===== src/rtl/bcd_countdown_timer.sv =====
// N-digit BCD countdown for the bomb game: loads on entry to the run state, ticks down per second, drains penalties.
// Optional low-time flag on `warn` is built only when COUNTDOWN_WARN_EN is defined.
module bcd_countdown_timer #(
    parameter int          NUM_DIGITS   = 3,
    parameter logic [7:0]  RUN_STATE    = 8'h10,
    parameter logic [7:0]  WIN_STATE    = 8'h20,
    parameter logic [7:0]  LOSE_STATE   = 8'h30,
    parameter int          PENALTY_SECS = 10
) (
    input  logic                    clk,
    input  logic                    reset,
    input  logic [7:0]              game_state,
    input  logic                    sec_timer,
    input  logic                    penalty,
    input  logic [4*NUM_DIGITS-1:0] init_time,
    output logic [4*NUM_DIGITS-1:0] digits,
    output logic                    running,
    output logic                    expired,
    output logic                    warn
);

    localparam int         W           = 4 * NUM_DIGITS;
    localparam logic [8:0] PENALTY_ADD = 9'(PENALTY_SECS);

    typedef enum logic [1:0] {S_IDLE, S_RUN, S_FROZEN, S_EXPIRED} state_t;

    state_t       state;
    logic [7:0]   pending;
    logic [W-1:0] init_clamped;
    logic [W-1:0] digits_dec;
    logic         borrow;
    logic         dec_zero;
    logic         init_zero;
    logic         pen_drain;
    logic [8:0]   pending_sum;
    logic [7:0]   pending_next;
    logic         low_now;
    logic         low_dec;
    logic         low_init;

    // NOTE: every variable written here gets a value before any conditional path, so no latch is inferred.
    always_comb begin
        init_clamped = '0;
        for (int k = 0; k < NUM_DIGITS; k++) begin
            init_clamped[4*k +: 4] = (init_time[4*k +: 4] > 4'd9) ? 4'd9 : init_time[4*k +: 4];
        end

        // Ripple borrow: lowest nonzero digit drops by one, every digit below it wraps to 9.
        digits_dec = digits;
        borrow     = 1'b1;
        for (int k = 0; k < NUM_DIGITS; k++) begin
            if (borrow) begin
                if (digits_dec[4*k +: 4] == 4'd0) begin
                    digits_dec[4*k +: 4] = 4'd9;
                end else begin
                    digits_dec[4*k +: 4] = digits_dec[4*k +: 4] - 4'd1;
                    borrow               = 1'b0;
                end
            end
        end

        dec_zero  = (digits_dec == '0);
        init_zero = (init_clamped == '0);

        // Penalty add and one-second drain net in a single saturating update.
        pen_drain    = (game_state == RUN_STATE) && !sec_timer && (pending != 8'd0);
        pending_sum  = {1'b0, pending} + (penalty ? PENALTY_ADD : 9'd0) - {8'd0, pen_drain};
        pending_next = pending_sum[8] ? 8'hFF : pending_sum[7:0];
    end

`ifdef COUNTDOWN_WARN_EN
    function automatic logic low_time(input logic [W-1:0] v);
        logic upper_zero;
        upper_zero = 1'b1;
        for (int k = 1; k < NUM_DIGITS; k++) begin
            if (v[4*k +: 4] != 4'd0) upper_zero = 1'b0;
        end
        return upper_zero && (v[3:0] != 4'd0);
    endfunction

    always_comb begin
        low_now  = low_time(digits);
        low_dec  = low_time(digits_dec);
        low_init = low_time(init_clamped);
    end
`else
    assign low_now  = 1'b0;
    assign low_dec  = 1'b0;
    assign low_init = 1'b0;
`endif

    // NOTE: all state and outputs use non-blocking assignments; the pulse-style outputs default low each cycle.
    always_ff @(posedge clk or negedge reset) begin
        if (!reset) begin
            state   <= S_IDLE;
            digits  <= '0;
            pending <= 8'd0;
            running <= 1'b0;
            expired <= 1'b0;
            warn    <= 1'b0;
        end else begin
            running <= 1'b0;
            expired <= 1'b0;
            warn    <= 1'b0;
            case (state)
                S_IDLE: begin
                    if (game_state == RUN_STATE) begin
                        pending <= 8'd0;
                        if (init_zero) begin
                            digits  <= '0;
                            expired <= 1'b1;
                            state   <= S_EXPIRED;
                        end else begin
                            digits  <= init_clamped;
                            running <= 1'b1;
                            warn    <= low_init;
                            state   <= S_RUN;
                        end
                    end else begin
                        digits <= init_clamped;
                    end
                end

                S_RUN: begin
                    if (game_state == WIN_STATE || game_state == LOSE_STATE) begin
                        pending <= 8'd0;
                        state   <= S_FROZEN;
                    end else if (game_state == RUN_STATE) begin
                        if (sec_timer || pending != 8'd0) begin
                            if (dec_zero) begin
                                digits  <= '0;
                                pending <= 8'd0;
                                expired <= 1'b1;
                                state   <= S_EXPIRED;
                            end else begin
                                digits  <= digits_dec;
                                pending <= pending_next;
                                running <= 1'b1;
                                warn    <= low_dec;
                            end
                        end else begin
                            pending <= pending_next;
                            running <= 1'b1;
                            warn    <= low_now;
                        end
                    end else begin
                        pending <= pending_next;
                        warn    <= low_now;
                    end
                end

                S_FROZEN: begin
                    if (game_state != RUN_STATE && game_state != WIN_STATE &&
                        game_state != LOSE_STATE) begin
                        state <= S_IDLE;
                    end
                end

                S_EXPIRED: begin
                    digits <= '0;
                    if (game_state != RUN_STATE) state <= S_IDLE;
                end

                default: state <= S_IDLE;
            endcase
        end
    end

endmodule


===== config.mk =====
export PLATFORM = sky130hd
export DESIGN_NAME = bcd_countdown_timer
export DESIGN_NICKNAME = d
export VERILOG_FILES = /design/src/rtl/bcd_countdown_timer.sv
export SDC_FILE = /design/constraint.sdc
export NUM_CORES = 1
export LEC_CHECK = 0
export CORE_MARGIN = 5
export CORE_UTILIZATION = 45
export DETAILED_ROUTE_END_ITERATION = 16
export PLACE_DENSITY = 0.76
export SYNTH_ARGS = -nofsm -noshare
export SYNTH_HDL_FRONTEND = slang
export SYNTH_SLANG_ARGS = --single-unit

===== constraint.sdc =====
create_clock -name clk -period 7.2 [get_ports clk]
set_input_delay 1.08 -clock clk [delete_from_list [all_inputs] [get_ports clk]]
set_output_delay 1.08 -clock clk [all_outputs]
set_load 0.02 [all_outputs]

==> results by stage, run 1 <==
Setup path:
- STA classifies the critical path startpoint as a primary input.
- The required time reported for the critical path endpoint is 7.32 ns.
- The critical path depth is 13.
- STA puts the critical path data arrival time at 4.24 ns.
- The number of buffers and inverters on the critical path is 2.
- The signal on the critical path passes through clkdlybuf4s50_1, nor4_2, and3_1, nand2b_1, a311oi_1, ha_1, inv_1, ha_1, a21oi_1, o221ai_1, o41ai_1, xnor2_1, a22oi_1.
- The worst setup path is captured at a flip-flop.
- Of all nets on the critical path, the largest fanout is 6.
- By startpoint and endpoint, the worst setup path is classified as primary input to flip-flop.
- The biggest cell delay along the critical path is 0.44 ns.
- The cell family with the largest share of critical-path delay is compound AO/OA/AOI/OAI gates.
- The most used cell along the critical path is sky130_fd_sc_hd__ha_1.
- The logic depth of the worst register-to-register path is 12.
- Among all stages on the critical path, the largest delay is contributed by sky130_fd_sc_hd__o41ai_1.

Synth:
- Each instance of the synthesized netlist takes up on average 8.62 µm².
- The async set or reset register ratio after synthesis is 100%.
- The share of Yosys cell area claimed by the top area cell type is 27.5%.
- In the post-synthesis netlist, the biggest area contributors are sky130_fd_sc_hd__dfrtp_1 28%, sky130_fd_sc_hd__ha_1 9.2%, sky130_fd_sc_hd__inv_1 4.6%.
- In this run, synthesis produced a sequential element count of 24.
- The prevailing post-synth register cell is sky130_fd_sc_hd__dfrtp_1.
- The cell accounting for the most synthesized area is sky130_fd_sc_hd__dfrtp_1.
- The gate count after technology mapping is 253.
- For this run, the number of Yosys warnings is 0.
- The number of nets in the synthesized netlist is 294.
- Synthesis instantiated 73 different standard cells from the library.
- The share of synthesized area occupied by flip-flops and latches is 27.5%.
- The number of enable-type register cells in the synthesized netlist is 0.
- After synthesis the cells add up to 2180 µm².

Power:
- The total leakage power is 1.11 nW.
- The maximum vdd drop is 0.246 mV.
- Dividing total power by cell area gives a power density of 473 nW/µm².
- The design draws 1.26 mW.

Global route:
- The global routing stage identified its most utilized layer as met2.
- The initial antenna violation count is 0.
- For this run, the total global-route usage over all layers was measured as 18.0%.
- The met1 track utilization from global routing is 23.2%.
- After global routing the overflow that remains totals 0.
- The first global-routing pass estimated 9140 µm of wire.
- The maximum number of pins on one net before global-route repair is 25.
- The via count of the first global-routing pass is 1949.
- Global routing used 31.0% of the available met2 tracks.
- The met3 layer usage reported by global route is 2.14%.

Timing:
- The slew at the pin with the worst max-slew slack is 1.05 ns.
- The count of final hold-check violations is 0.
- The final-layout worst hold slack is 0.532 ns.
- For this run, the top clock speed supported by timing is 243 MHz.
- Setup repair after global routing left no endpoint under its margin.
- In this run the tightest slew margin relative to its limit is 30.2%.
- The number of slew-limit violations in the final report was 0.
- The worst clock skew is 0.00393 ns.
- The setup slack after layout is 3.09 ns.
- The final-layout setup total negative slack is 0 ns.
- Counting I/O delays and the setup requirement, the final critical path takes 4.11 ns.
- The number of setup violations in the final report is 0.
- The share of the clock period used by the worst path is 57.1%.

Die:
- The starting density of the core is 46.2%.
- The die covers 6340 µm².
- The die height is 79.6 µm.
- The floorplan step set the die width to 79.6 µm.
- The I/O pin count is 39.
- The total core area is 4720 µm².
- The number of rows created at floorplan is 25.

Clock tree:
- For this design, the CTS-stage hold fixing added 0 buffers.
- The root cell of the clock tree is sky130_fd_sc_hd__clkbuf_8.
- In this run the deepest clock path goes through 2 buffers.
- The clock reaches the later pin of the worst-skew pair after 0.27 ns.
- The number of sinks driven by the clock tree is 24.
- In this run, CTS created clock tree buffers numbering 3.
- The number of H-tree levels is 1.
- TritonCTS built the clock tree.
- After clock tree synthesis, the setup repair step added 0 buffers.
- After clock tree synthesis, the clock-pin slew on the worst setup and hold paths is 0.09 ns.
- Gates resized during post-CTS repair numbered 0.

Detailed routing:
- The per-cell via count in the routed design is 5.85.
- The mean routed wirelength per cell is 15.6 µm.
- The detailed router's first-iteration violation count is 83.
- The remaining routing DRC violations is 0.
- The via count is 2052.
- For this block, the routed nets add up to 5490 µm of wire.
- The number of routed nets with antenna violations is 0.
- The number of detailed-route iterations in the first pass is 4.

Final layout:
- The finished cells cover 2660 µm².
- Leaving out fill and tap cells, the most frequent cells in the layout are 37 x sky130_fd_sc_hd__clkdlybuf4s50_1, 27 x sky130_fd_sc_hd__inv_1, 24 x sky130_fd_sc_hd__dfrtp_1.
- Of the cells placed in the final design, the portion with a size suffix greater than 1 is 7.75%.
- Leaving out fill and tap cells, the most frequent cell in the layout is sky130_fd_sc_hd__clkdlybuf4s50_1.
- The net total in the final layout is 326.
- Relative to the synthesized area, the layout overhead comes to 21.7%.
- The number of non-filler instances in the completed layout is 351.
- The number of antenna diodes in the final layout is 0.
- Once layout is complete, the utilization of the core stands at 56.2%.

Placed design:
- The post-placement worst setup slack is 2.78 ns.
- The number of instances in the placed design is 347.
- Routability-driven placement finished with a final weighted congestion of 0.835.
- Input and output buffers added on the ports amount to 37.
- The post-DP HPWL is 4230 µm.
- The area after detailed placement is 2580 µm².

Outcome:
- The run finished with clean final reports.

Worst hold path:
- The type of the most critical hold path is flip-flop to flip-flop.
- Along the worst hold path, the cell count comes to 2.

Job:
- The max-capacitance violation count is 0.
## flip-flops by register name (all words and copies together), names as in the netlist
signal and flops:
digits 12, expired 1, pending 8, running 1, state 2
## area by class of cell
class,instances,area [µm²]
Timing Repair Buffer,38,378
Tap cell,67,83.8
Multi-Input combinational cell,191,1420
Clock buffer,3,41.3
Sequential cell,24,601
Clock inverter,1,30.0
Inverter,27,101
Fill cell,434,2070
## worst paths after layout
check / startpoint / endpoint / slack, ns
setup / recovery: game_state[1] / pending[5] / 3.09
hold / removal: pending[6] / pending[6] / 0.53
setup reg to reg: pending[0] / pending[7] / 4.02
hold reg to reg: pending[6] / pending[6] / 0.53
max in group asynchronous: reset / digits[11] / 5.77
min in group asynchronous: reset / pending[2] / 1.17
## cell usage after synthesis, types with 4 or more instances
cell type,n
sky130_fd_sc_hd__nor4_1,5
sky130_fd_sc_hd__dfrtp_1,24
sky130_fd_sc_hd__ha_1,16
sky130_fd_sc_hd__nor3_1,9
sky130_fd_sc_hd__a211oi_1,4
sky130_fd_sc_hd__nand2b_1,5
sky130_fd_sc_hd__clkbuf_1,6
sky130_fd_sc_hd__o21ai_0,6
sky130_fd_sc_hd__nand2_1,15
sky130_fd_sc_hd__a22oi_1,8
sky130_fd_sc_hd__a21oi_1,14
sky130_fd_sc_hd__and3_1,4
sky130_fd_sc_hd__inv_1,27
sky130_fd_sc_hd__xnor2_1,5
sky130_fd_sc_hd__nor2_1,15
sky130_fd_sc_hd__nand3_1,5
## metal layers
| layer | up-vias | share of wire [%] |
|---|---|---|
| li1 | 1017 | - |
| met1 | 974 | 44 |
| met2 | 52 | 50 |
| met3 | 9 | 4.0 |
| met4 | 0 | 1.4 |
| met5 | - | 0 |
## tightest hold or removal path, cell delays in order (launching register included)
cell and delay, ns:
sky130_fd_sc_hd__dfrtp_1 0.38, sky130_fd_sc_hd__nand2_1 0.05, sky130_fd_sc_hd__o21ai_1 0.06
## power breakdown
group / leakage, nW / total, mW / internal (mW) / switching [mW]
registers: 0.296 / 0.295 / 0.197 / 0.0983
logic: 0.778 / 0.838 / 0.366 / 0.472
clock network: 0.0357 / 0.122 / 0.0744 / 0.0477
total: 1.11 / 1.26 / 0.638 / 0.618
## kinds of logic after synthesis
| group | count (synthesis) | share of synthesized area [%] |
|---|---|---|
| AO/OA/AOI/OAI | 82 | 29.3 |
| AND/OR/NAND/NOR | 82 | 21.9 |
| buffers and inverters | 38 | 7.34 |
| flip-flops | 24 | 27.5 |
| adder cells (fa/ha/maj) | 17 | 10.1 |
| XOR/XNOR | 8 | 3.21 |
| other | 1 | 0.172 |
| multiplexers | 1 | 0.459 |
Note: power is estimated with default switching activity, not from simulation.
==> run 2: changes to the inputs <==
- clock period: 7.2 -> 3.9 ns (I/O delays scaled with it)
==> run 2 against run 1 <==
Core utilization is 0.34 points lower. Sequential share of layout area is 0.14 points higher. Worst setup slack worse by 2.7 ns. Clock power is 40% higher. Cell count stayed put. Largest cell class unchanged.
==> results by stage, run 2 (synthesis gave the netlist of run 1 again) <==
Setup path:
- STA classifies the critical path endpoint as a flip-flop.
- The biggest fanout along the worst timing path is 6.
- In this design, the stage delay of the slowest critical-path cell is 0.43 ns.
- The nature of the critical path startpoint is a primary input.
- Traced cell by cell, the critical path runs through clkdlybuf4s50_1, nor4_2, and3_1, nand2b_1, a311oi_1, ha_1, inv_1, ha_1, a21oi_1, o221ai_1, o41ai_1, xnor2_1, a22oi_1.
- The most used cell along the critical path is sky130_fd_sc_hd__ha_1.
- The kind of cell with the highest combined delay along the critical path is compound AO/OA/AOI/OAI gates.
- For the worst setup path, the data arrival time is 3.66 ns.
- The required time reported for the critical path endpoint is 4.01 ns.
- The sum of buffers and inverters on the critical path is 2.
- The critical path is of the primary input to flip-flop type.
- Among all stages on the critical path, the largest delay is contributed by sky130_fd_sc_hd__o41ai_1.

Clock tree:
- In this run the clock root is driven by a sky130_fd_sc_hd__clkbuf_8.
- The number of buffers on the longest clock path is 2.
- CTS built an H-tree with a depth of 1.
- After clock tree synthesis, the flow added hold-fix buffers numbering 0.
- Clock-pin slew was measured on the worst setup and hold paths at 0.09 ns.
- The post-cts resize count is 0.
- The clock net in this run drives a total of 24 sinks.
- The total clock buffers created by CTS is 3.
- The clock latency of the later-clocked register in the worst-skew pair is 0.26 ns.
- Post-CTS timing repair inserted 0 buffers for setup.
- TritonCTS built the clock tree.

Final layout:
- In the layout the commonest cells are 37 x sky130_fd_sc_hd__clkdlybuf4s50_1, 27 x sky130_fd_sc_hd__inv_1, 24 x sky130_fd_sc_hd__dfrtp_1.
- 0 antenna diodes ended up in the layout.
- Counting the fill cells in the layout gives 415.
- The flip-flop count of the largest register after layout is 12.
- In the final design database the tool counted 326 nets.
- The share of post-route cells with drive strength above 1 is 7.75%.
- The most common cell after layout, fill and taps aside is sky130_fd_sc_hd__clkdlybuf4s50_1.
- The largest registers in the layout are digits: 12 flops, pending: 8 flops, state: 2 flops.
- Once layout is complete, the utilization of the core stands at 55.9%.
- The register bank with the most flops is digits.
- The area added between synthesis and finish is 21.0%.
- The area of combinational cells with multiple inputs is 1420 µm².
- The sequential cells in the finished layout cover a total of 601 µm².

Power:
- For this design the ratio of total power to cell area is 858 nW/µm².
- The maximum vdd drop is 0.421 mV.
- The total leakage power is 1.10 nW.

Detailed routing:
- The remaining routing DRC violations is 0.
- The mean routed wirelength per cell is 15.5 µm.
- The first TritonRoute pass finished after 4 iterations.
- The final wirelength is 5430 µm.
- The per-cell via count in the routed design is 5.87.
- For this block, the via count after detailed routing is 2062.
- The detailed router finished its first iteration with 82 violations.
- The number of routed nets with antenna violations is 0.

Timing:
- After layout, the worst path uses 90.9% of the clock period.
- The number of slew-limit violations in the final report was 0.
- Setup repair after global routing left no endpoint under its margin.
- The max-slew headroom at the worst pin is 23.8%.
- Adding up every negative setup slack in the final design gives 0 ns.
- Setup violations remaining at the end of the flow were counted as 0.
- Between clock sinks in the finished design, the worst skew comes to 0.00361 ns.
- The count of final hold-check violations is 0.
- After layout, the minimum clock period comes to 3.54 ns.
- The slew at the pin with the worst max-slew slack is 1.14 ns.
- Based on the critical path, the design can be clocked at up to 282 MHz.

Global route:
- The initial antenna violation count is 0.
- The first global-routing pass estimated 9300 µm of wire.
- The all-layer global routing usage is 18.2%.
- The via count of the first global-routing pass came to 1898.
- Entering global routing, the biggest net connects 25 pins.
- Summed over all layers, the global routing overflow is 0.

Placed design:
- The post-DP HPWL is 4220 µm.
- Port buffering added 37 buffers.
- The global placer's final weighted congestion is 0.850.

Outcome:
- The run finished with clean final reports.

Worst hold path:
- The type of the most critical hold path is flip-flop to flip-flop.

Die:
- The I/O pin count is 39.
- The die height is 79.6 µm.
- The core region is 4720 µm².
- The floorplan step defined a die boundary enclosing 6340 µm².
- The number of rows created at floorplan is 25.
- The overall die width is 79.6 µm.
- Once the floorplan was initialized, standard cells occupied 46.2% of the core.

Job:
- The tool flagged a number of max-cap violations equal to 0.
run 2: changes by cell type in the layout (fill, tap and decap cells not counted):
cell                        delta
sky130_fd_sc_hd__bufinv_16     -1
sky130_fd_sc_hd__clkbuf_8      +1
run 2: metal layers:
layer	wire, µm	track usage [%]	up-vias
met5	0	0	-
met4	68	5.15	0
met1	2460	25.8	983
met3	224	2.03	9
met2	2680	29.3	57
li1	-	-	1013
run 2: per-stage QoR:
stage	hold WS [ns]	setup slack (ns)	power (mW)	instances	cell area, µm²
after floorplan	0.289	0.816	1.69	253	2180
after global placement	0.503	0.210	2.05	347	2580
after detailed placement	0.523	0.0588	2.08	347	2580
after CTS	0.542	0.340	2.27	351	2640
after global routing	0.583	0.0203	2.48	351	2640
final	0.536	0.356	2.26	351	2640
run 2: worst paths after layout:
kind,startpoint,endpoint,slack [ns],depth (start not counted)
max in group asynchronous,reset,digits[3],2.30,1
hold / removal,pending[6],pending[6],0.54,2
setup / recovery,game_state[1],pending[5],0.36,13
hold reg to reg,pending[6],pending[6],0.54,2
min in group asynchronous,reset,pending[3],0.93,1
setup reg to reg,pending[0],pending[7],0.71,12
run 2: final cells by class:
class                   count  area share (%)
flip-flops and latches     24            22.8
clock buffers               4            2.09
multi-input cells         191            53.8
repair buffers             38            14.3
inverters                  27            3.84
well taps                  67            3.18
run 2: worst reg2reg max path, delay by kind of cell (launching register included):
kind	cells	cell delay, ns
fa+ha+maj	3	0.74
simple gates	3	0.73
flops	1	0.42
buf+inv	2	0.11
compound gates	4	1.08
run 2: report_power, final:
part	leakage (nW)	switching, mW	internal (mW)
clock	0.0288	0.0806	0.0901
sequential	0.296	0.183	0.364
combinational	0.779	0.871	0.675
==> run 3: changes to the inputs <==
- CAP_MARGIN: not set -> 0
==> results of run 3 <==
The final DEF is identical to that of run 2; final timing and power are the same.
